`src/rtl/slot_event_detector_pkg.sv`:
```
// Shared definitions for the parking-slot event detector: slot count,
// default debounce length, per-slot state encoding and a popcount helper.
package slot_event_detector_pkg;

    localparam int NUM_SLOTS               = 4;
    localparam int DEFAULT_DEBOUNCE_CYCLES = 16;

    typedef enum logic [1:0] {
        ST_EMPTY       = 2'd0,
        ST_CONFIRM_IN  = 2'd1,
        ST_OCCUPIED    = 2'd2,
        ST_CONFIRM_OUT = 2'd3
    } slot_state_e;

    function automatic logic [2:0] popcount4(input logic [NUM_SLOTS-1:0] v);
        logic [2:0] n;
        n = 3'd0;
        for (int i = 0; i < NUM_SLOTS; i++) begin
            n = n + {2'b00, v[i]};
        end
        return n;
    endfunction

endpackage

```
`src/rtl/slot_debounce_fsm.sv`:
```
// One slot: 2-flop synchronizer, debounce counter and FSM, with registered
// one-cycle entry/exit pulses on confirmed occupancy changes.
module slot_debounce_fsm
    import slot_event_detector_pkg::*;
#(
    parameter int DEBOUNCE_CYCLES = DEFAULT_DEBOUNCE_CYCLES,
    parameter int CNT_W           = 8
) (
    input  logic       clk,
    input  logic       reset,
    input  logic       sensor_i,
    output logic       entry_o,
    output logic       exit_o,
    output logic       occupied_o,
    output logic       occupied_d_o,
    output logic [1:0] state_o
);

    localparam logic [CNT_W-1:0] CNT_ONE  = CNT_W'(1);
    localparam logic [CNT_W-1:0] CNT_LAST = CNT_W'(DEBOUNCE_CYCLES - 1);

    logic [1:0]       sync_q;
    logic             s_sync;
    slot_state_e      state_q, state_d;
    logic [CNT_W-1:0] cnt_q, cnt_d;
    logic             entry_q, entry_d;
    logic             exit_q, exit_d;

    assign s_sync = sync_q[1];

    always_ff @(posedge clk or negedge reset) begin
        if (!reset) begin
            sync_q  <= 2'b00;
            state_q <= ST_EMPTY;
            cnt_q   <= '0;
            entry_q <= 1'b0;
            exit_q  <= 1'b0;
        end else begin
            sync_q  <= {sync_q[0], sensor_i};
            state_q <= state_d;
            cnt_q   <= cnt_d;
            entry_q <= entry_d;
            exit_q  <= exit_d;
        end
    end

    // The counter holds the number of consecutive agreeing samples seen so far.
    always_comb begin
        state_d = state_q;
        cnt_d   = cnt_q;
        entry_d = 1'b0;
        exit_d  = 1'b0;
        case (state_q)
            ST_EMPTY: begin
                if (s_sync) begin
                    state_d = ST_CONFIRM_IN;
                    cnt_d   = CNT_ONE;
                end
            end
            ST_CONFIRM_IN: begin
                if (!s_sync) begin
                    state_d = ST_EMPTY;
                    cnt_d   = '0;
                end else if (cnt_q == CNT_LAST) begin
                    state_d = ST_OCCUPIED;
                    cnt_d   = '0;
                    entry_d = 1'b1;
                end else begin
                    cnt_d = cnt_q + CNT_ONE;
                end
            end
            ST_OCCUPIED: begin
                if (!s_sync) begin
                    state_d = ST_CONFIRM_OUT;
                    cnt_d   = CNT_ONE;
                end
            end
            ST_CONFIRM_OUT: begin
                if (s_sync) begin
                    state_d = ST_OCCUPIED;
                    cnt_d   = '0;
                end else if (cnt_q == CNT_LAST) begin
                    state_d = ST_EMPTY;
                    cnt_d   = '0;
                    exit_d  = 1'b1;
                end else begin
                    cnt_d = cnt_q + CNT_ONE;
                end
            end
            default: begin
                state_d = ST_EMPTY;
                cnt_d   = '0;
            end
        endcase
    end

    assign entry_o      = entry_q;
    assign exit_o       = exit_q;
    assign occupied_o   = (state_q == ST_OCCUPIED) || (state_q == ST_CONFIRM_OUT);
    assign occupied_d_o = (state_d == ST_OCCUPIED) || (state_d == ST_CONFIRM_OUT);
    assign state_o      = state_q;

endmodule

```
`src/rtl/slot_event_detector.sv`:
```
// Four-slot parking occupancy detector: per-slot debounce FSMs plus lot-level
// aggregation of free slots, full flag and a saturating arrival total.
module slot_event_detector
    import slot_event_detector_pkg::*;
#(
    parameter int DEBOUNCE_CYCLES = DEFAULT_DEBOUNCE_CYCLES,
    parameter int CNT_W           = 8
) (
    input  logic                   clk,
    input  logic                   reset,
    input  logic [NUM_SLOTS-1:0]   slot_sensor,
    output logic [NUM_SLOTS-1:0]   car_entry,
    output logic [NUM_SLOTS-1:0]   car_exit,
    output logic [NUM_SLOTS-1:0]   occupied,
    output logic [2:0]             free_count,
    output logic                   lot_full,
    output logic [15:0]            entry_total,
    output logic [2*NUM_SLOTS-1:0] dbg_state_o
);

    logic [NUM_SLOTS-1:0] occupied_d;
    logic [2:0]           occ_cnt_d;
    logic [2:0]           entry_cnt;
    logic [16:0]          total_sum;
    logic [2:0]           free_count_q, free_count_d;
    logic                 lot_full_q, lot_full_d;
    logic [15:0]          entry_total_q, entry_total_d;

    for (genvar g = 0; g < NUM_SLOTS; g++) begin : g_slot
        slot_debounce_fsm #(
            .DEBOUNCE_CYCLES (DEBOUNCE_CYCLES),
            .CNT_W           (CNT_W)
        ) u_slot (
            .clk          (clk),
            .reset        (reset),
            .sensor_i     (slot_sensor[g]),
            .entry_o      (car_entry[g]),
            .exit_o       (car_exit[g]),
            .occupied_o   (occupied[g]),
            .occupied_d_o (occupied_d[g]),
            .state_o      (dbg_state_o[2*g +: 2])
        );
    end

    // Built from next-state occupancy so the registered totals line up with occupied.
    always_comb begin
        occ_cnt_d    = popcount4(occupied_d);
        free_count_d = 3'(NUM_SLOTS) - occ_cnt_d;
        lot_full_d   = (occ_cnt_d == 3'(NUM_SLOTS));
        entry_cnt    = popcount4(car_entry);
        total_sum    = {1'b0, entry_total_q} + {14'd0, entry_cnt};
        entry_total_d = total_sum[16] ? 16'hFFFF : total_sum[15:0];
    end

    always_ff @(posedge clk or negedge reset) begin
        if (!reset) begin
            free_count_q  <= 3'(NUM_SLOTS);
            lot_full_q    <= 1'b0;
            entry_total_q <= 16'd0;
        end else begin
            free_count_q  <= free_count_d;
            lot_full_q    <= lot_full_d;
            entry_total_q <= entry_total_d;
        end
    end

    assign free_count  = free_count_q;
    assign lot_full    = lot_full_q;
    assign entry_total = entry_total_q;

endmodule

```
`config.mk`:
```
export PLATFORM = sky130hd
export DESIGN_NAME = slot_event_detector
export DESIGN_NICKNAME = d
export VERILOG_FILES = /design/src/rtl/slot_event_detector_pkg.sv /design/src/rtl/slot_debounce_fsm.sv /design/src/rtl/slot_event_detector.sv
export SDC_FILE = /design/constraint.sdc
export NUM_CORES = 1
export LEC_CHECK = 0
export BUFFER_PORTS_ARGS = -buffer_cell sky130_fd_sc_hd__buf_2
export CORE_UTILIZATION = 52
export CTS_CLUSTER_DIAMETER = 100
export DETAILED_ROUTE_END_ITERATION = 16
export HOLD_SLACK_MARGIN = 0.08
export PLACE_DENSITY = 0.82
export SLEW_MARGIN = 10
export SYNTH_ARGS = -nofsm -noshare
export SYNTH_HDL_FRONTEND = slang
export SYNTH_SLANG_ARGS = --single-unit
```
`constraint.sdc`:
```
create_clock -name clk -period 2.95 [get_ports clk]
set_input_delay 0.1475 -clock clk [delete_from_list [all_inputs] [get_ports clk]]
set_output_delay 0.1475 -clock clk [all_outputs]
set_load 0.01 [all_outputs]
```
==> impl_metrics.csv <==
group,metric,value,unit
global_route,total_track_usage,20.4,%
route,route.detailed.wl_per_inst,14.2,µm
status,outcome,"complete, no violations",
global_route,wire_length_of_the_first_global_routing_pass,11.6,mm
critical_path,cp-start-kind,"flop",
timing,final_period_minus_worst_setup_slack,2.84,ns
pwr,power.leakage,0.00215,µW
timing,rsz0062_at_grt,"false",
timing,holdWs,0.353,ns
hold_path,worstHoldPathType,"reg2reg",
route,wl,6.99,mm
timing,timing_hold_violations_final,0,
clock_tree,clock_insertion_delay_worst_skew,0.36,ns
die,fp.coreArea,6870,µm²
layout,highest_count_cells_in_the_layout_ignoring_fill_and_taps,"75 x sky130_fd_sc_hd__dfrtp_1, 44 x sky130_fd_sc_hd__buf_2, 35 x sky130_fd_sc_hd__nand2_1",
global_route,via_count_of_the_first_global_routing_pass,2584,
clock_tree,clock_root_buffer,"sky130_fd_sc_hd__clkbuf_8",
die,die_h,86.9,µm
layout,layout.filler_cells,556,
layout,insertedDiodeCount,0,
global_route,number_of_antenna_violations_at_the_first_check_in_global_routing,0,
die,initial_utilization,54.6,%
timing,setup_tns,0,ns
die,placementRows,30,
critical_path,ordered_list_of_cells_on_the_worst_path,"nor4_2 > and3_1 > mux2_2 > fa_1 > ha_1 > ha_1 > inv_1 > ha_1 > ha_1",
timing,max_clock_freq,0.352,GHz
layout,final_common_cell,"sky130_fd_sc_hd__dfrtp_1",
flow_run,max-cap-violations,0,
critical_path,cp_data_required_time,3.23,ns
route,drt_iter0_markers,163,
synth,yosys_register_bits,76,
synth,synth_seq_area_share,50.8,%
critical_path,rr_startpoint,"g_slot[0].u_slot.cnt_q[7]",
global_route,grt_max_degree,77,
route,drc_errors,0,
route,routedLengthMet1,3.21,mm
route,dr.max_layer_used,"met4",
pwr,vdd_ir_drop_max,0.377,mV
synth,synth_cell_type_count,50,
synth,mappedNetlistNets,365,
clock_tree,clock_tree_buffer_depth,2,
hold_path,timing.hold.worst.start,"g_slot[0].u_slot.sync_q[0]",
route,routed_via_density,5.54,
clock_tree,clk_pin_slew,0.08,ns
timing,worstMarginPinSlew,0.920,ns
layout,drive_gt1_share,24.7,%
critical_path,timing.reg2reg.worst_path_depth,9,
route,met3_length,286,µm
pwr,power_per_cell_area,505,nW/µm²
critical_path,arrival,3.12,ns
timing,fin_crit_sh,96.2,%
route,drt_pre_antenna_iters,4,
clock_tree,postCtsSetupRepairBufs,0,
critical_path,crit_path_end_kind,"flop",
synth,postSynth.topFlopCell,"sky130_fd_sc_hd__dfrtp_1",
synth,synth_enable_flop_cells,0,
hold_path,whs_path_depth,0,
layout,nNetsFinal,410,
critical_path,delay_heaviest_family_cp,"adder cells",
critical_path,critical_path.max_stage_delay,0.47,ns
route,dr_total_vias,2727,
timing,setup-violations-final,0,
critical_path,path_common_cell,"sky130_fd_sc_hd__ha_1",
clock_tree,cts_tree,"built",
placement,io_buffer_count,45,
synth,synth-async-reset-ratio,100,%
synth,synth.cell_area,3750,µm²
critical_path,critical_path_buf_inv_count,1,
route,met2_wirelength,3.33,mm
clock_tree,cts.sink_count,76,
clock_tree,cts_inserted_buffers,9,
synth,synth.yosys.warnings,0,
clock_tree,htreeDepth,3,
critical_path,worst-path-max-fanout,4,
placement,dp_hpwl,4.89,mm
critical_path,critPathKind,"reg2reg",
layout,area_delta_synth_final,15.2,%
timing,worst_clock_skew,0.00960,ns
timing,final_max_slew_viol_count,0,
critical_path,slowest_stage,"sky130_fd_sc_hd__fa_1",
die,ios,46,
die,die_boundary_width,86.9,µm
timing,timing.slew.headroom,38.7,%
critical_path,worst_setup_path_startpoint,"g_slot[0].u_slot.cnt_q[7]",
placement,routabilityCongestion,0.869,
route,final_antenna_net_count,0,
die,die_area,7560,µm²
clock_tree,post_cts_resized,0,
critical_path,critical_path_cell_count,9,
synth,average_cell_area_after_synthesis,10.8,µm²
global_route,gr-total-overflow,0,
synth,syn-instance-count,346,
[logic make-up after synthesis]
family | Yosys count | synth area share [%]
AOI/OAI and AO/OA | 60 | 11.6
xor gates and xnor gates | 21 | 5.11
and+or+nand+nor | 122 | 18.0
adders and majority gates | 13 | 5.14
muxes | 13 | 3.84
buffers and inverters | 41 | 5.57
DFF | 76 | 50.8
[per-stage QoR]
| step | power, µW | std cells | area, µm² | utilization [%] | worst slack, ns |
|---|---|---|---|---|---|
| CTS | 2200 | 492 | 4320 | 62.9 | 0.0961 |
| global route | 2270 | 492 | 4320 | 62.9 | 0.00854 |
| finish | 2180 | 492 | 4320 | 62.9 | 0.112 |
| floorplan | 1180 | 346 | 3750 | - | 0.00675 |
| detailed placement | 1230 | 471 | 4020 | 58.5 | 0.0902 |
| global placement | 1220 | 471 | 4020 | 58.5 | 0.180 |
[area by class of cell]
type                            count  area [µm²]  area share, %
Multi-Input combinational cell    229        1640           37.9
Timing Repair Buffer               60         353           8.17
Clock buffer                       10         138           3.19
Tap cell                           96         120           2.78
Clock inverter                      6         111           2.58
Sequential cell                    76        1900           44.1
Inverter                           15        56.3           1.30
[cells in the mapped netlist, drive strengths merged, types with 3 or more instances]
cell type	instances	area share [%]
a211oi	5	1.7
a21oi	10	1.3
a22o	4	0.97
a31o	3	0.70
a31oi	13	2.2
a41oi	3	0.70
and3	14	2.3
and4	3	0.73
buf	13	2.7
clkbuf	13	1.4
dfrtp	75	50
fa	4	2.1
ha	9	3.0
inv	15	1.5
mux2	11	3.3
nand2	35	3.5
nand3	23	3.2
nand4	8	1.3
nor2	9	0.90
nor2b	3	0.50
nor3	7	0.93
nor3b	8	1.6
nor4	4	1.6
o21ai	9	1.2
or3	4	0.67
xnor2	8	2.1
xor2	13	3.0
[report_power, final]
group	total (µW)	leakage, µW	switching, µW	internal (µW)
combinational	112	0.00101	65.8	46.2
sequential	1100	0.00102	31.9	1070
clock	970	0.000122	386	584
[worst reg2reg max path, stage by stage (launching register included)]
cell and delay, ns:
sky130_fd_sc_hd__dfrtp_1 0.43, sky130_fd_sc_hd__nor4_2 0.33, sky130_fd_sc_hd__and3_1 0.23, sky130_fd_sc_hd__mux2_2 0.36
sky130_fd_sc_hd__fa_1 0.47, sky130_fd_sc_hd__ha_1 0.21, sky130_fd_sc_hd__ha_1 0.27, sky130_fd_sc_hd__inv_1 0.04
sky130_fd_sc_hd__ha_1 0.17, sky130_fd_sc_hd__ha_1 0.28
[flip-flops by register name, indices dropped and copies added, names as in the netlist]
register and cells:
g_slot.u_slot.sync_q 8, g_slot.u_slot.cnt_q 32, g_slot.u_slot.state_o 8, free_count 3, g_slot.u_slot.entry_o 4, g_slot.u_slot.exit_o 4, entry_total 16, lot_full 1
[timing repair]
| item | 4_1_cts | 5_1_grt |
|---|---|---|
| hold buffers | 5 | 0 |
| endpoints found under the setup margin | 0 | 1 |
| endpoints found under the hold margin | 79 | 0 |
[metal layers]
metal	track usage, %	vias up
met1	25.6	1325
met3	5.02	14
li1	-	1323
met2	33.4	65
met4	9.70	0
met5	0	-
[path summary, 6_finish.rpt]
check                      slack, ns                          to
max                             0.11               free_count[2]
min                             0.35  g_slot[0].u_slot.sync_q[1]
max reg2reg                     0.11               free_count[2]
min reg2reg                     0.35  g_slot[0].u_slot.sync_q[1]
max in group asynchronous       1.88  g_slot[2].u_slot.sync_q[0]
min in group asynchronous       0.46             entry_total[14]
Note: power is estimated with default switching activity, not from simulation.
